[src/rtl/vector_writeback_queue.sv]
// Buffers completed vector results and writes them to the vector register file one at
// a time, handshaking on rf_status; also flags RAW hazards against buffered writes.
module vector_writeback_queue #(
    parameter int LEN         = 32,
    parameter int VECTOR_SIZE = 8,
    parameter int FIFO_DEPTH  = 2
) (
    input  logic                       clk,
    input  logic                       rst,
    input  logic                       rdy_in,
    input  logic                       in_valid,
    output logic                       in_ready,
    input  logic [4:0]                 in_rd,
    input  logic                       in_vm,
    input  logic [VECTOR_SIZE*LEN-1:0] in_mask,
    input  logic [VECTOR_SIZE*LEN-1:0] in_data,
    input  logic [LEN-1:0]             in_length,
    input  logic [2:0]                 in_data_type,
    output logic [1:0]                 rf_signal,
    output logic [4:0]                 rf_rd,
    output logic                       rf_vm,
    output logic [VECTOR_SIZE*LEN-1:0] rf_mask,
    output logic [VECTOR_SIZE*LEN-1:0] rf_data,
    output logic [LEN-1:0]             rf_length,
    output logic [2:0]                 rf_data_type,
    output logic                       write_back_enabled,
    input  logic [1:0]                 rf_status,
    input  logic [4:0]                 chk_rs1,
    input  logic [4:0]                 chk_rs2,
    input  logic [4:0]                 chk_rs3,
    output logic                       hazard,
    output logic                       mask_hazard,
    output logic                       empty
);

    localparam int VW    = VECTOR_SIZE * LEN;
    localparam int PTR_W = (FIFO_DEPTH > 1) ? $clog2(FIFO_DEPTH) : 1;
    localparam int CNT_W = $clog2(FIFO_DEPTH + 1);

    localparam logic [CNT_W-1:0] CNT_FULL = CNT_W'(FIFO_DEPTH);
    localparam logic [CNT_W-1:0] CNT_ONE  = CNT_W'(1);
    localparam logic [PTR_W-1:0] PTR_LAST = PTR_W'(FIFO_DEPTH - 1);
    localparam logic [PTR_W-1:0] PTR_ONE  = PTR_W'(1);

    localparam logic [1:0] VECTOR_RF_WRITE = 2'b01;
    localparam logic [1:0] RF_FINISHED     = 2'b01;

    typedef enum logic [1:0] {
        IDLE  = 2'd0,
        ISSUE = 2'd1,
        WAIT  = 2'd2
    } state_t;

    typedef struct packed {
        logic [4:0]     rd;
        logic           vm;
        logic [VW-1:0]  mask;
        logic [VW-1:0]  data;
        logic [LEN-1:0] length;
        logic [2:0]     data_type;
    } entry_t;

    state_t           state_q, state_d;
    logic [PTR_W-1:0] head_q, head_d;
    logic [PTR_W-1:0] tail_q, tail_d;
    logic [CNT_W-1:0] count_q, count_d;
    entry_t           fifo_q [FIFO_DEPTH];
    entry_t           fifo_d [FIFO_DEPTH];

    entry_t           in_entry;
    entry_t           head_entry;
    logic             push;
    logic             pop;
    logic [PTR_W-1:0] slot_off;
    logic             slot_used;

    function automatic logic [PTR_W-1:0] ptr_inc(input logic [PTR_W-1:0] p);
        return (p == PTR_LAST) ? '0 : p + PTR_ONE;
    endfunction

    always_comb begin
        in_entry.rd        = in_rd;
        in_entry.vm        = in_vm;
        in_entry.mask      = in_mask;
        in_entry.data      = in_data;
        in_entry.length    = in_length;
        in_entry.data_type = in_data_type;
    end

    // Full is judged on the registered count, so a same-cycle pop never frees a slot early.
    always_comb begin
        in_ready = (count_q < CNT_FULL) && rdy_in && !rst;
        push     = in_valid && in_ready;
        pop      = rdy_in && (state_q == WAIT) && (rf_status == RF_FINISHED);
    end

    always_comb begin
        state_d = state_q;
        head_d  = head_q;
        tail_d  = tail_q;
        count_d = count_q;
        fifo_d  = fifo_q;

        if (rdy_in) begin
            case (state_q)
                IDLE:    if (count_q != '0) state_d = ISSUE;
                ISSUE:   state_d = WAIT;
                WAIT:    if (pop) state_d = (count_q > CNT_ONE) ? ISSUE : IDLE;
                default: state_d = IDLE;
            endcase
        end

        if (push) begin
            fifo_d[tail_q] = in_entry;
            tail_d         = ptr_inc(tail_q);
        end
        if (pop) begin
            head_d = ptr_inc(head_q);
        end

        case ({push, pop})
            2'b10:   count_d = count_q + CNT_ONE;
            2'b01:   count_d = count_q - CNT_ONE;
            default: count_d = count_q;
        endcase
    end

    always_ff @(posedge clk) begin
        if (rst) begin
            state_q <= IDLE;
            head_q  <= '0;
            tail_q  <= '0;
            count_q <= '0;
        end else begin
            state_q <= state_d;
            head_q  <= head_d;
            tail_q  <= tail_d;
            count_q <= count_d;
        end
    end

    // Payload storage needs no reset: occupancy is tracked solely by head/count.
    always_ff @(posedge clk) begin
        fifo_q <= fifo_d;
    end

    always_comb begin
        head_entry         = fifo_q[head_q];
        write_back_enabled = (state_q == ISSUE);
        rf_signal          = write_back_enabled ? VECTOR_RF_WRITE : 2'b00;
        rf_rd              = '0;
        rf_vm              = 1'b0;
        rf_mask            = '0;
        rf_data            = '0;
        rf_length          = '0;
        rf_data_type       = '0;
        if (state_q != IDLE) begin
            rf_rd        = head_entry.rd;
            rf_vm        = head_entry.vm;
            rf_mask      = head_entry.mask;
            rf_data      = head_entry.data;
            rf_length    = head_entry.length;
            rf_data_type = head_entry.data_type;
        end
        empty = (count_q == '0);
    end

    // The in-flight head stays occupied until its pop, so it still raises hazards.
    always_comb begin
        hazard      = 1'b0;
        mask_hazard = 1'b0;
        slot_off    = '0;
        slot_used   = 1'b0;
        for (int i = 0; i < FIFO_DEPTH; i++) begin
            slot_off  = PTR_W'(i) - head_q;
            slot_used = CNT_W'(slot_off) < count_q;
            if (slot_used) begin
                if (fifo_q[i].rd == chk_rs1 || fifo_q[i].rd == chk_rs2 ||
                    fifo_q[i].rd == chk_rs3)
                    hazard = 1'b1;
                if (fifo_q[i].rd == 5'd0)
                    mask_hazard = 1'b1;
            end
        end
    end

endmodule

[config.mk]
export PLATFORM = sky130hd
export DESIGN_NAME = vector_writeback_queue
export DESIGN_NICKNAME = d
export VERILOG_FILES = /design/src/rtl/vector_writeback_queue.sv
export SDC_FILE = /design/constraint.sdc
export NUM_CORES = 1
export LEC_CHECK = 0
export CAP_MARGIN = 20
export CORE_AREA = 2 2 445 447
export CTS_CLUSTER_SIZE = 12
export DETAILED_ROUTE_END_ITERATION = 8
export DIE_AREA = 0 0 447 449
export RECOVER_POWER = 25
export SYNTH_ARGS = -nofsm -noshare
export SYNTH_HDL_FRONTEND = slang
export SYNTH_SLANG_ARGS = --single-unit
[constraint.sdc]
create_clock -name clk -period 27.4 [get_ports clk]
set_input_delay 2.74 -clock clk [delete_from_list [all_inputs] [get_ports clk]]
set_output_delay 2.74 -clock clk [all_outputs]
set_load 0.1 [all_outputs]
==> metrics.txt, run 1 <==
total wire length between 150,000 and 200,000 um; CTS tree built; crit-path leading delay family buffers and inverters; # Max-Cap Violations 0; Post-CTS Resized 0; Cell Pwr Density around 70 nW/um2; # hold bufs at CTS 0; first-pass GRT wire length around 210,000 um; Slew HR between 15 and 20%; final setup skew 0.0344 ns; Top FF cell, synth edfxtp_1; P_leak 18.7 nW; WHS Path Cells 2; # fillers 19,500; CP most frequent cell buf_4; Syn Nets about 3,000; full die area between 200,000 and 250,000 um2; grt total ovfl 0; Final Cycle Share about a third; Via-to-Cell Ratio approximately 4.1; Yosys cell types 32; max incr delay on CP roughly 1.2 ns; pins over their slew limit 0; router iterations before antenna repair 7; compound-gate portion of the synthesized area less than 1%; synth warn 0; cts bufs inserted between 100 and 150; commonest cells in the netlist edfxtp_1, nor2_1, mux2i_1, buf_2, clkbuf_1; post-layout net count 4,185; RSZ-0062 raised after global routing false; multi-input logic area about 8000 um2; Avg Inst Size Synth around 17 um2; CTS root buf clkbuf_16; Worst Path Required approximately 25 ns; endpoints failing hold 0; min cycle time layout ~8.6 ns; initial antenna violation count between 100 and 150; Die Height around 450 um; hold crit path type reg2reg; fin util a little under a third; critical path data arrival time 5.87 ns; Slew @ Worst Pin 1.26 ns; GPL Wtd Cong 0.993; io pins 1,134; synth top area cells edfxtp_1, mux2i_1, nor2_1; mux cell area share after synthesis around an eighth; Die W between 400 and 500 um; Peak Freq 116 MHz; critical path fanouts, max between 50 and 60; deepest clock path buffer count 3; largest family of logic cells by synthesized area multiplexers; GRT Total Usage roughly 15%; wire length per cell between 20 and 25 um; layout cells sized above 1 about 6.7%; Synth Area in XOR/XNOR less than 1%; Max Used Layer met5; CTS clk-pin slew, worst paths roughly 0.050 ns; Mapped Cells approximately 2,400; Mapped Area 42,200 um2; DRC 0; routed via count 26,000; top-count cell post-synth edfxtp_1; crit path capture type output port; CP cell instances buf_4 > buf_4 > buf_4 > mux2i_1 > nor2_1 > clkdlybuf4s50_1; I/O Buffers ~1,100; post-CTS setup buffers 0; number of cells on the critical path 6; simple-gate share of the synthesized area under 10%; sequential cell area fraction in the yosys report between 70% and 80%; largest net degree at the start of global routing between 150 and 200; met2 WL 79,100 um; Final ANT Viol Nets 0; kind of critical path reg2out; setup TNS 0 ns; vias in the first global route roughly 26,000; met1 WL between 50,000 and 60,000 um; Buf/Inv on CP 4; Post-Synth Adder-Cell Area less than 1%; row cnt approximately 160; Starting Density a little over a fifth; Met3 Wirelength approximately 12,000 um; Area growth syn-to-layout 44.2%; worst r2r path cells 5; CP max stage cell clkdlybuf4s50_1; Core Box Area between 150,000 and 200,000 um2; leading area contributor after synthesis edfxtp_1; Final Setup Violations 0; Setup crit start kind register; top cell type's share of synthesized area between 70% and 80%; H-tree depth 4; clk_lat worst skew slightly below 0.8 ns; status finished clean; Storage cell area about 33,000 um2; fraction of registers with async set/reset 0%; post-DP HPWL between 100,000 and 150,000 um; FF+latch count, synth 1,112; VDD IR-drop max between 0.05 and 0.06 mV; Post-synth EDFFs around 1,100; CTS sink count about 1,100; Starting DRT DRC Count ~1,800
-- stage by stage --
| step | power [W] | instance area [um2] | cells | hold slack (ns) | setup slack [ns] |
|---|---|---|---|---|---|
| 2_1_floorplan | 0.00241 | 42200 | 2436 | 0.497 | 6.89 |
| 3_3_place_gp | 0.00264 | 56400 | 6107 | 0.573 | 19.34 |
| 3_5_place_dp | 0.00265 | 56600 | 6112 | 0.586 | 19.39 |
| 4_1_cts | 0.00436 | 60700 | 6352 | 0.594 | 18.58 |
| 5_1_grt | 0.00442 | 60800 | 6384 | 0.643 | 18.48 |
| 6_report | 0.00429 | 60800 | 6397 | 0.598 | 18.79 |
-- layout make-up --
type | instances | share of cell area [%]
inverters | 4 | 0.0247
clock buffers | 171 | 5.90
well taps | 2640 | 5.43
repair buffers | 1167 | 19.2
clock inverters | 69 | 0.928
multi-input cells | 1189 | 13.5
diodes | 45 | 0.185
flip-flops and latches | 1112 | 54.8
-- worst register-to-register path, cell delays in order (launching register included) --
cell	delay, ns
dfxtp_1	0.36
nor3b_1	0.34
and3_4	0.86
buf_4	0.93
buf_4	0.85
buf_4	0.94
-- metal layers --
metal,global-route usage (%),vias to the layer above
met5,0,-
met4,5.53,10
met3,4.95,389
met2,26.3,1124
met1,16.3,13000
li1,-,11500
-- state kept, by name, indices dropped and copies added, names as in the netlist --
signal   cells
tail_q       1
fifo_q    1106
state_q      2
count_q      2
head_q       1
-- path summary, 6_finish.rpt --
kind / start / to / slack (ns)
min: state_q[1] / state_q[1] / 0.60
max reg2reg: count_q[1] / fifo_q[426] / 22.69
max: head_q / rf_data[203] / 18.79
min reg2reg: state_q[1] / state_q[1] / 0.60
-- placed cells by master (no fill, tap or decap), drive strengths merged, types with 2 or more instances in the layout --
master,n
bufinv,5
edfxtp,1106
clkbuf,171
dfxtp,6
o21ai,2
buf,62
mux2i,553
nor3b,2
nor2,562
dlygate4sd3,359
nor3,5
xnor2,19
nor4,3
clkinv,42
clkdlybuf4s50,746
diode,45
ha,3
a31oi,3
inv,17
xor2,15
nand4,3
nand2,5
a21oi,3
nand3,2
clkinvlp,9
-- cells by family (layout without fill, tap and decap cells) --
| group | count (synthesis) | after routing |
|---|---|---|
| AND/OR/NAND/NOR | 587 | 587 |
| adder cells (fa/ha/maj) | 3 | 3 |
| flip-flops | 1112 | 1112 |
| multiplexers | 553 | 553 |
| buffers and inverters | 135 | 1411 |
| other | 1 | 46 |
| XOR/XNOR | 34 | 34 |
| AO/OA/AOI/OAI | 11 | 11 |
-- power by group --
group,internal (W),leakage (nW),switching [W]
Combinational,0.000168,6.59,0.000511
Sequential,0.00191,10.1,0.00000958
Clock,0.000978,1.99,0.000709
Power figures use the tool's default switching activity.
==> run 2: changes to the inputs <==
--- a/config.mk
+++ b/config.mk
@@ -6,10 +6,10 @@
 export NUM_CORES = 1
 export LEC_CHECK = 0
 export CAP_MARGIN = 20
-export CORE_AREA = 2 2 445 447
+export CORE_AREA = 2 2 447 449
 export CTS_CLUSTER_SIZE = 12
 export DETAILED_ROUTE_END_ITERATION = 8
-export DIE_AREA = 0 0 447 449
+export DIE_AREA = 0 0 449 451
 export RECOVER_POWER = 25
 export SYNTH_ARGS = -nofsm -noshare
 export SYNTH_HDL_FRONTEND = slang
==> constraint.sdc (replaced) <==
create_clock -name clk -period 8.4 [get_ports clk]
set_input_delay 0.84 -clock clk [delete_from_list [all_inputs] [get_ports clk]]
set_output_delay 0.84 -clock clk [all_outputs]
set_load 0.1 [all_outputs]
==> metrics.txt, run 2 (synthesis results as in run 1) <==
Final Cycle Share roughly 64%; final setup skew 0.0221 ns (-0.0123 ns); Buf/Inv on CP 3 (-1); GRT busiest layer met2; critical path data arrival time 4.57 ns (-1.30 ns); Via-to-Cell Ratio 4.04 (-0.65%); Final WS setup 2.99 ns (-15.80 ns); router iterations before antenna repair 5 (-2); M3 GR Usage 6.08% (+1.1 points); largest net degree at the start of global routing 171 (+3.0%); post-DP HPWL 115,000 um (+1.0%); # fillers 19,700 (+1.4%); RSZ-0062 raised after global routing false; Starting Density 21.3% (-0.22 points); pins over their slew limit 0 (unchanged); setup TNS 0 ns (unchanged); clk_lat worst skew 0.77 ns (about the same); Final ANT Viol Nets 0 (unchanged); hold crit path type reg2reg; Setup crit start kind register; GRT Total Usage 14.7% (-0.13 points); H-tree depth 4 (unchanged); CTS tree built; Net Switching 0.00405 W (+230%); first-pass GRT wire length 208,000 um (+0.50%); VDD IR-drop max 0.161 mV (+190%); clock share of power 39.1% (-0.3 points); Peak Freq between 150 and 200 MHz; min cycle time layout 5.41 ns; P_leak 18.7 nW (+0.26%); Starting DRT DRC Count 1,831 (+0.44%); switch share 29.0% (+0.35 points); pre-CTS setup slack 3.78 ns (-15.61 ns); Top reg by flops fifo_q; CTS clk-pin slew, worst paths 0.05 ns (about the same); layout cells sized above 1 6.49% (-0.16 points); commonest cells after routing, fill and taps aside edfxtp_1, clkdlybuf4s50_1, nor2_1; status finished clean; crit path capture type output port; crit-path leading delay family buffers and inverters; initial antenna violation count 125 (+1.6%); endpoints failing hold 0 (unchanged); fin util 30.8% (-0.17 points); full die area 202,000 um2 (+0.89%); Die W 449 um (+0.45%); Regs by FF count fifo_q x1106, count_q x2, state_q x2; # Max-Cap Violations 0 (unchanged); total wire length 155,000 um (+0.41%); Die Height 451 um (+0.45%); DRC 0 (unchanged); deepest clock path buffer count 3 (unchanged); CP most frequent cell buf_4; met2 GRT Util 23.7% (-2.6 points); Seq pwr share 44.9% (about the same); CP max stage cell clkdlybuf4s50_1; row cnt 164 (+0.61%); CP cell instances buf_4 > buf_4 > mux2i_1 > nor2_1 > clkdlybuf4s50_1; Slew @ Worst Pin 1.25 ns (-0.0105 ns); met1 usage 16.1% (-0.17 points); CTS root buf clkbuf_16; post-CTS setup buffers 0 (unchanged); Cell Pwr Density 228 nW/um2 (+220%); Largest register FFs 1,106 (unchanged); GPL Wtd Cong 0.906 (-8.7%); post-layout net count 4,192 (+0.17%); Cell Int Power 0.00990 W (+220%); commonest non-fill, non-tap cell in the layout edfxtp_1; routed via count 25,900 (-0.25%); Final Setup Violations 0 (unchanged); critical path fanouts, max 49 (-5.8%); Slew HR 16.7% (+0.44 points); kind of critical path reg2out; vias in the first global route 26,500 (+3.2%); CTS sink count 1,112 (unchanged); io pins 1,134 (unchanged); I/O Buffers 1,132 (unchanged); # hold bufs at CTS 0 (unchanged); max incr delay on CP 1.18 ns (about the same); cts bufs inserted 130 (-3.0%); grt total ovfl 0 (unchanged); Core Box Area 198,000 um2 (+1.0%); Post-CTS Resized 0 (unchanged); Area growth syn-to-layout 44.9%; Worst Path Required 7.56 ns (-17.10 ns); wire length per cell 24.1 um (about the same); combinational power share 16.1% (+0.2 points)
-- run 2: cell types whose count changed in the layout (fill, tap and decap cells not counted), moves of 6 or more --
cell / before / now
clkinv_2: 9 / 16
buf_4: 51 / 33
clkinv_1: 29 / 21
clkdlybuf4s50_1: 746 / 766
diode_2: 45 / 54
buf_12: 8 / 17
clkbuf_16: 138 / 132
-- run 2: stage by stage --
| step | area [um2] | hold WS (ns) | total power, W | std cells |
|---|---|---|---|---|
| 4_1_cts | 60900 | 0.554 | 0.0142 | 6367 |
| 6_report | 61100 | 0.596 | 0.0139 | 6423 |
| 3_5_place_dp | 56800 | 0.587 | 0.00865 | 6137 |
| 5_1_grt | 61100 | 0.621 | 0.0144 | 6417 |
| 3_3_place_gp | 56600 | 0.558 | 0.00862 | 6126 |
| 2_1_floorplan | 42200 | 0.497 | 0.00783 | 2436 |
-- run 2: power by group through the flow --
stage	clock [W]	sequential (W)	combinational, W
after global placement	0	0.00637	0.00225
after detailed placement	0	0.00638	0.00228
after CTS	0.00563	0.00626	0.00228
final	0.00545	0.00626	0.00224
after global routing	0.00583	0.00627	0.00231
after floorplan	0	0.00640	0.00143
-- run 2: path summary, 6_finish.rpt --
check / slack (ns) / end / startpoint / depth (start not counted)
worst min register to register: 0.60 / state_q[1] / state_q[1] / 2
worst max register to register: 5.24 / fifo_q[89] / count_q[1] / 4
worst max-delay path: 2.99 / rf_length[11] / head_q / 5
worst min-delay path: 0.60 / state_q[1] / state_q[1] / 2
-- run 2: layout make-up --
cell class | count | area [um2] | share of cell area, %
Timing Repair Buffer | 1178 | 12000 | 19.6
Inverter | 4 | 15.0 | 0.0246
Clock buffer | 164 | 3420 | 5.60
Tap cell | 2656 | 3320 | 5.44
Sequential cell | 1112 | 33300 | 54.6
Multi-Input combinational cell | 1189 | 8230 | 13.5
Antenna cell | 54 | 135 | 0.221
Clock inverter | 66 | 657 | 1.08
-- run 2: worst reg2reg max path, delay by kind of cell (launching register included) --
kind | cells | cell delay, ns
and+or+nand+nor | 2 | 1.07
DFF | 1 | 0.39
buffers and inverters | 2 | 1.29
-- run 2: layer usage --
layer	vias up	share of wire (%)
met3	389	8.6
met2	1063	49
met1	12900	37
li1	11500	-
met5	-	0.15
met4	34	5.4
